==> src/rtl/count_fsm_gen_pkg.sv <==
// count_fsm_gen_pkg
//   Shared types and constants for the count_fsm_gen start/wait/count controller.
//   state_e      : FSM state encoding (IDLE, WAIT, COUNT)
//   MODE_*       : values of mode_reload (one-shot / auto-reload)
//   DIR_*        : values of dir_down (count up / count down)
package count_fsm_gen_pkg;

  typedef enum logic [1:0] {
    IDLE  = 2'd0,
    WAIT  = 2'd1,
    COUNT = 2'd2
  } state_e;

  localparam logic MODE_ONESHOT = 1'b0;
  localparam logic MODE_RELOAD  = 1'b1;

  localparam logic DIR_UP   = 1'b0;
  localparam logic DIR_DOWN = 1'b1;

endpackage

==> src/rtl/count_fsm_gen_prescaler.sv <==
// count_fsm_gen_prescaler
//   Tick generator: asserts tick once every div+1 cycles while clear is low.
//   Ports:
//     clk    in  clock, rising edge
//     rst_n  in  asynchronous active-low reset
//     clear  in  synchronous restart of the divider phase
//     div    in  PS_W  divide value (tick period = div+1 cycles)
//     tick   out combinational tick strobe
module count_fsm_gen_prescaler #(
  parameter int unsigned PS_W = 4
) (
  input  logic            clk,
  input  logic            rst_n,
  input  logic            clear,
  input  logic [PS_W-1:0] div,
  output logic            tick
);

  logic [PS_W-1:0] cnt_q;

  assign tick = (cnt_q == div);

  always_ff @(posedge clk or negedge rst_n) begin
    if (!rst_n) begin
      cnt_q <= '0;
    end else if (clear || tick) begin
      cnt_q <= '0;
    end else begin
      cnt_q <= cnt_q + PS_W'(1);
    end
  end

endmodule

==> src/rtl/count_fsm_gen.sv <==
// count_fsm_gen
//   Start/wait/count controller. After start (in IDLE) it waits wait_timer
//   cycles, then counts up to term_value or down to 0, one-shot or
//   auto-reload, with synchronous abort via stop.
//   Optional feature macro: COUNT_FSM_GEN_PRESCALE_EN (adds PS_W / prescale,
//   one tick every prescale+1 cycles in COUNT).
//   Ports:
//     clk, rst_n          clock (rising edge) / asynchronous active-low reset
//     start               run request, sampled only in IDLE
//     stop                synchronous abort
//     mode_reload         1 = auto-reload, 0 = one-shot
//     dir_down            1 = count down, 0 = count up
//     wait_timer [WAIT_W] pre-count wait length in cycles
//     term_value [CNT_W]  terminal value
//     prescale   [PS_W]   tick divider (macro only)
//     busy                high in WAIT or COUNT
//     flag                one-cycle pulse on terminal tick
//     count_value[CNT_W]  current count
module count_fsm_gen
  import count_fsm_gen_pkg::*;
#(
  parameter int unsigned CNT_W  = 8,
  parameter int unsigned WAIT_W = 8
`ifdef COUNT_FSM_GEN_PRESCALE_EN
  ,
  parameter int unsigned PS_W   = 4
`endif
) (
  input  logic              clk,
  input  logic              rst_n,
  input  logic              start,
  input  logic              stop,
  input  logic              mode_reload,
  input  logic              dir_down,
  input  logic [WAIT_W-1:0] wait_timer,
  input  logic [CNT_W-1:0]  term_value,
`ifdef COUNT_FSM_GEN_PRESCALE_EN
  input  logic [PS_W-1:0]   prescale,
`endif
  output logic              busy,
  output logic              flag,
  output logic [CNT_W-1:0]  count_value
);

  state_e            state_q, state_d;
  logic [WAIT_W-1:0] wait_q, wait_d;
  logic [CNT_W-1:0]  count_q, count_d;
  logic [CNT_W-1:0]  term_q, term_d;
  logic              reload_q, reload_d;
  logic              down_q, down_d;
  logic              busy_q, busy_d;
  logic              flag_q, flag_d;
  logic [CNT_W-1:0]  target;
  logic              tick;

`ifdef COUNT_FSM_GEN_PRESCALE_EN
  logic [PS_W-1:0]   ps_q, ps_d;
  logic              ps_clear;

  // Divider phase restarts on every COUNT entry (held clear outside COUNT)
  // and on a reload, so each run sees a full prescale period per tick.
  assign ps_clear = (state_q != COUNT) || flag_d;

  count_fsm_gen_prescaler #(
    .PS_W (PS_W)
  ) u_prescaler (
    .clk   (clk),
    .rst_n (rst_n),
    .clear (ps_clear),
    .div   (ps_q),
    .tick  (tick)
  );
`else
  assign tick = 1'b1;
`endif

  assign target = (down_q == DIR_DOWN) ? '0 : term_q;

  always_comb begin
    state_d  = state_q;
    wait_d   = wait_q;
    count_d  = count_q;
    term_d   = term_q;
    reload_d = reload_q;
    down_d   = down_q;
    busy_d   = busy_q;
    flag_d   = 1'b0;
`ifdef COUNT_FSM_GEN_PRESCALE_EN
    ps_d     = ps_q;
`endif
    unique case (state_q)
      IDLE: begin
        if (start && !stop) begin
          term_d   = term_value;
          reload_d = mode_reload;
          down_d   = dir_down;
          wait_d   = wait_timer;
`ifdef COUNT_FSM_GEN_PRESCALE_EN
          ps_d     = prescale;
`endif
          count_d  = (dir_down == DIR_DOWN) ? term_value : '0;
          busy_d   = 1'b1;
          state_d  = (wait_timer == '0) ? COUNT : WAIT;
        end
      end
      WAIT: begin
        if (stop) begin
          busy_d  = 1'b0;
          state_d = IDLE;
        end else if (wait_q == WAIT_W'(1)) begin
          wait_d  = '0;
          state_d = COUNT;
        end else begin
          wait_d = wait_q - WAIT_W'(1);
        end
      end
      COUNT: begin
        if (stop) begin
          busy_d  = 1'b0;
          state_d = IDLE;
        end else if (tick) begin
          if (count_q == target) begin
            flag_d = 1'b1;
            if (reload_q == MODE_RELOAD) begin
              count_d = (down_q == DIR_DOWN) ? term_q : '0;
            end else begin
              busy_d  = 1'b0;
              state_d = IDLE;
            end
          end else if (down_q == DIR_DOWN) begin
            count_d = count_q - CNT_W'(1);
          end else begin
            count_d = count_q + CNT_W'(1);
          end
        end
      end
      default: begin
        busy_d  = 1'b0;
        state_d = IDLE;
      end
    endcase
  end

  always_ff @(posedge clk or negedge rst_n) begin
    if (!rst_n) begin
      state_q  <= IDLE;
      wait_q   <= '0;
      count_q  <= '0;
      term_q   <= '0;
      reload_q <= MODE_ONESHOT;
      down_q   <= DIR_UP;
      busy_q   <= 1'b0;
      flag_q   <= 1'b0;
`ifdef COUNT_FSM_GEN_PRESCALE_EN
      ps_q     <= '0;
`endif
    end else begin
      state_q  <= state_d;
      wait_q   <= wait_d;
      count_q  <= count_d;
      term_q   <= term_d;
      reload_q <= reload_d;
      down_q   <= down_d;
      busy_q   <= busy_d;
      flag_q   <= flag_d;
`ifdef COUNT_FSM_GEN_PRESCALE_EN
      ps_q     <= ps_d;
`endif
    end
  end

  assign busy        = busy_q;
  assign flag        = flag_q;
  assign count_value = count_q;

endmodule

==> config.mk <==
export PLATFORM = sky130hd
export DESIGN_NAME = count_fsm_gen
export DESIGN_NICKNAME = d
export VERILOG_FILES = /design/src/rtl/count_fsm_gen_pkg.sv /design/src/rtl/count_fsm_gen_prescaler.sv /design/src/rtl/count_fsm_gen.sv
export SDC_FILE = /design/constraint.sdc
export NUM_CORES = 1
export LEC_CHECK = 0
export BUFFER_PORTS_ARGS = -buffer_cell sky130_fd_sc_hd__buf_2
export CAP_MARGIN = 20
export CORE_MARGIN = 2
export CORE_UTILIZATION = 45
export CTS_CLUSTER_SIZE = 20
export DETAILED_ROUTE_END_ITERATION = 12
export MAX_ROUTING_LAYER = met4
export PLACE_DENSITY_LB_ADDON = 0.25
export SYNTH_ARGS = -nofsm -noshare
export SYNTH_HDL_FRONTEND = slang
export SYNTH_HIERARCHICAL = 1
export SYNTH_SLANG_ARGS = --single-unit
==> constraint.sdc <==
create_clock -name clk -period 4.8 [get_ports clk]
set_input_delay 0.48 -clock clk [delete_from_list [all_inputs] [get_ports clk]]
set_output_delay 0.48 -clock clk [all_outputs]
set_load 0.005 [all_outputs]
## After elaboration in Yosys (flattened, before gate mapping)

Cells that the tools add are included.

- Bits in latches: 0
- Memories: 0
- Bits in writable memories: 0
- Output and inout bits: 10
- Bits in read-only memories: 0
- Bits of input ports: 22
- Word-level logic and storage cells: 64
- Bits in registers: 30

- Shift-type cells: 0
- Add/sub/neg operators: 3
- Equal/unequal tests: 12
- Bitwise logic cells: 0
- Reductions and logical operators: 11
- Multipliers: 0
- Div/mod/pow operators: 0
- Mux-type cells: 30
- $lt $le $gt $ge: 0

Operators by type and width:

| operator | count |
|---|---|
| 2-to-1 mux 8 bit | 11 |
| one-hot mux 8 bit (2 select lines) | 2 |
| subtractor 8 x 1 -> 8 bit (second input constant) | 2 |
| 2-to-1 mux 2 bit | 7 |
| != test 3 bit (second input constant) | 4 |
| AND reduction 4 bit | 3 |
| adder 8 x 1 -> 8 bit (second input constant) | 1 |
| equality test 8 x 1 -> 1 bit (second input constant) | 1 |
| equality test 8 bit | 1 |
| zero test 8 bit | 1 |
| 2-to-1 mux 1 bit | 8 |
| != test 2 bit (second input constant) | 4 |
| one-hot mux 2 bit (3 select lines) | 1 |
| nonzero test 2 bit | 2 |
| one-hot mux 1 bit (3 select lines) | 1 |
| AND reduction 3 bit | 1 |
| equality test 2 x 1 -> 1 bit (second input constant) | 1 |
| equality test 2 bit (second input constant) | 1 |
| zero test 2 bit | 1 |
| AND reduction 2 bit | 1 |
| logical AND 1 bit | 1 |
| zero test 1 bit | 1 |

## Logic depth before layout (Yosys ltp)

- Word-level depth: 5
- Depth in mapped cells: 9
- Depth with buffers taken out: 8

## Worst setup path after synthesis

No wires, ideal clock.

- Kind: reg-to-reg
- Start: register down_q
- End: register count_q[6] (netlist: count_value[6])
- Stages on the path, launching flop included: 10
- Period minus slack after synthesis: 1.973 ns
- Arrival time: 1.828 ns
- Required time: 4.655 ns
- Path buffers: 1
- Library setup time: 0.145 ns
- Slack: 2.827 ns
- Cell sequence: dfrtp_1 -> buf_6 -> inv_1 -> fa_1 -> nor2b_1 -> o31ai_1 -> a21boi_0 -> o21ai_0 -> o311ai_1 -> a41oi_1

- Cells in the longest elaborated chain, start to end: 5
- Elaborated cells on any way between the ends: 10
- Those cells by class: 2 x eq/ne; 7 x mux; 1 x reduce/logical

Ends and longest elaborated chain:

| element | RTL line | text |
|---|---|---|
| start, declared | count_fsm_gen.sv:50 | `logic down_q, down_d;` |
| start signal, assigned | count_fsm_gen.sv:163 | `down_q <= down_d;` |
| 2-to-1 mux 8 bit, on equally long branches | count_fsm_gen.sv:77, count_fsm_gen.sv:125 |  |
| equality test 8 bit / 2-to-1 mux 8 bit (equally long branches) | count_fsm_gen.sv:122, count_fsm_gen.sv:124 |  |
| 2-to-1 mux 8 bit | count_fsm_gen.sv:122 | `if (count_q == target) begin` |
| 2-to-1 mux 8 bit | count_fsm_gen.sv:118 | `if (stop) begin` |
| one-hot mux 8 bit (2 select lines) | count_fsm_gen.sv:91 | `unique case (state_q)` |
| end signal, assigned | count_fsm_gen.sv:160 | `count_q <= count_d;` |
| end, declared | count_fsm_gen.sv:47 | `logic [CNT_W-1:0] count_q, count_d;` |

Parallel ways exist; a longest one is shown, timed or not. The select of a mux whose other input is x is not followed.
A chain may end at the register's enable or synchronous reset.

## Worst setup path in the final report

Ends and elaborated chain as after synthesis.

==> impl_metrics.json <==
{
  "synth_compound_area_share_pct": 25.0,
  "clk_pin_slew_ns": 0.07,
  "clock_latency_ns": 0.29,
  "antenna_cells": 0,
  "synth_fa_ha_area_share_pct": 5.47,
  "post_cts_buffers": 0,
  "cts.sinks": 30,
  "antenna_found_initial": 0,
  "wl_um": 5240,
  "grt_util_all_layers_pct": 21.7,
  "die_w_um": 73.9,
  "max-cap-violations": 0,
  "end_kind": "flop",
  "ctsLongestPathBuffers": 2,
  "place.gp.congestion": 0.913,
  "top_usage_layer": "met2",
  "switching_share_pct": 46.1,
  "power_density_nw_per_um2": 696,
  "fillers": 438,
  "drc": 0,
  "netlist_area_sq_um": 2200,
  "fmax_mhz": 395,
  "ys_types": 64,
  "synth-simple-area-share_pct": 21.9,
  "p_comb_share_pct": 55.8,
  "ios": 32,
  "synth_xor_area_share_pct": 3.19,
  "p_leak_nw": 1.04,
  "place_inst": 330,
  "viasPerCell": 5.84,
  "cp.required_ns": 4.95,
  "ant_nets": 0,
  "die_area_sq_um": 5450,
  "final_common_cell": "buf_2",
  "die_h_um": 73.9,
  "cts-root-buf": "clkbuf_8",
  "cts_tree": "built",
  "ys_ff_latch": 30,
  "synth_fp_nets": 273,
  "synthMuxAreaShare_pct": 4.44,
  "final_cell_mix": "buf_2, dfrtp_1, nand2_1, a21oi_1, nor2_1",
  "rsz0062_at_grt": "false",
  "met3_usage_pct": 5.76,
  "syn_avg_cell_area_sq_um": 9.07,
  "final_cells": 338,
  "fin_total_pwr_mw": 1.71,
  "dp_hpwl_um": 3880,
  "wire_per_inst_um": 15.5,
  "finClkSkew_ns": 0.00932,
  "period_share_pct": 52.7,
  "drive_gt1_share_pct": 22.5,
  "grt_use_met1_pct": 30.0,
  "p_switching_mw": 0.787,
  "tns_ns": 0,
  "worstPathArrival_ns": 2.68,
  "cp-start-kind": "flop",
  "hp-class": "primary input to asynchronous set/reset pin",
  "grt_max_degree": 31,
  "synthArstFlopShare_pct": 100,
  "vias": 1974,
  "synth_edf_count": 0,
  "htree_levels": 2,
  "setup_violations": 0,
  "clock_power_share_pct": 12.4,
  "cts-resized-gates": 0,
  "numCtsBuffers": 5,
  "path_max_fanout": 19,
  "yosysWarnings": 6,
  "synth_top_family_by_area": "compound AO/OA/AOI/OAI gates",
  "core_area_sq_um": 4720,
  "nets": 301,
  "ctsHoldBuffers": 0,
  "p_seq_share_pct": 31.8,
  "areaGrowthSynthToFinish_pct": 11.7,
  "io_buffers": 31,
  "dr.pass1.iters": 4,
  "seq_area_frac_synth_pct": 34.2,
  "placementRows": 25,
  "status": "finished clean",
  "start_util_pct": 46.5,
  "grt_use_met2_pct": 30.8,
  "grt_overflow": 0,
  "tightest_slew_ns": 0.910,
  "hold_viol": 0,
  "synth_flop_cell": "dfrtp_1",
  "grt_pass1_vias": 1863,
  "rrSetupSlack_ns": 2.27,
  "drtIter0Drc": 110,
  "ir_worst_vdd_v": 0.000276,
  "fin_hold_ws_ns": 0.220,
  "netlist_instances": 242,
  "crit_type": "flop to flop",
  "drv_slew": 0,
  "maxSlewHeadroom_pct": 39.1,
  "fin_crit_ns": 2.53,
  "intPower_mw": 0.920,
  "grt_pass1_wl_um": 8810
}
worst paths after layout:
| kind | start | end | depth (start not counted) |
|---|---|---|---|
| max in group asynchronous | rst_n | count_value[2] | 1 |
| max | down_q | count_value[6] | 8 |
| min reg2reg | wait_q[5] | wait_q[5] | 2 |
| min | rst_n | count_value[0] | 1 |
| min in group clk | mode_reload | reload_q | 3 |
| max reg2reg | down_q | count_value[6] | 8 |
through the flow:
step	setup slack, ns	utilization, %	instance area [sq um]
6_report	2.27	51.9	2450
5_1_grt	2.09	51.9	2450
4_1_cts	2.29	51.9	2450
3_5_place_dp	2.32	50.0	2360
3_3_place_gp	2.47	50.0	2360
2_1_floorplan	2.83	-	2200
routing by layer:
metal  routed length [um]  vias to the layer above
met1                 2600                      948
met3                  245                       13
met4                   81                        0
met5                    0                        -
li1                     -                      963
met2                 2310                       50
cell usage after synthesis, types with 2 or more instances:
cell type	number	share of area, %
dfrtp_1	30	34
nand2_1	18	3.1
a21oi_1	16	3.6
nor2_1	15	2.6
inv_1	12	2.1
o21ai_1	12	2.7
o21ai_0	11	2.5
nor2b_1	9	2.6
a32oi_1	8	3.2
ha_1	8	4.6
a31oi_1	6	1.7
mux2_2	6	3.1
nand3_1	6	1.4
nand4_1	6	1.7
nor3_1	5	1.1
nor4_1	4	1.1
xnor2_1	4	1.6
xor2_1	4	1.6
buf_6	3	1.5
o22ai_1	3	0.85
or2_1	3	0.85
and2b_1	2	0.68
and3_1	2	0.57
buf_2	2	0.46
buf_4	2	0.68
clkbuf_1	2	0.34
mux2_4	2	1.4
nand2b_1	2	0.57
o2111ai_1	2	0.80
o211ai_1	2	0.68
o31ai_1	2	0.68
critical path: stages, from the launching register on:
cell      delay [ns]
dfrtp_1         0.75
inv_1           0.27
fa_1            0.47
nor2b_1         0.19
o31ai_1         0.10
a21boi_0        0.24
o21ai_0         0.11
o311ai_1        0.09
a41oi_1         0.16
power groups by stage:
stage | Sequential, mW | Combinational, mW | Clock, mW
2_1_floorplan | 0.490 | 0.801 | 0
3_3_place_gp | 0.540 | 0.938 | 0
3_5_place_dp | 0.543 | 0.945 | 0
4_1_cts | 0.540 | 0.951 | 0.218
5_1_grt | 0.563 | 1.07 | 0.229
6_report | 0.543 | 0.952 | 0.212
kinds of logic (layout without fill, tap and decap cells):
logic type,Yosys count,count (layout)
AO/OA/AOI/OAI,79,79
XOR/XNOR,8,8
adder cells (fa/ha/maj),9,9
buffers and inverters,24,53
flip-flops,30,30
multiplexers,8,8
AND/OR/NAND/NOR,84,84
registers in the layout, indices dropped and copies added (netlist names):
name and count:
busy 1, count_value 8, down_q 1, flag 1, reload_q 1, state_q 2
term_q 8, wait_q 8
cell type report:
class,instances,area (sq um),area share (%)
flip-flops and latches,30,751,30.6
clock buffers,7,86.3,3.52
repair buffers,32,163,6.63
clock inverters,1,5.00,0.204
well taps,67,83.8,3.42
multi-input cells,188,1320,53.6
inverters,13,48.8,1.99
Power figures use the tool's default switching activity.
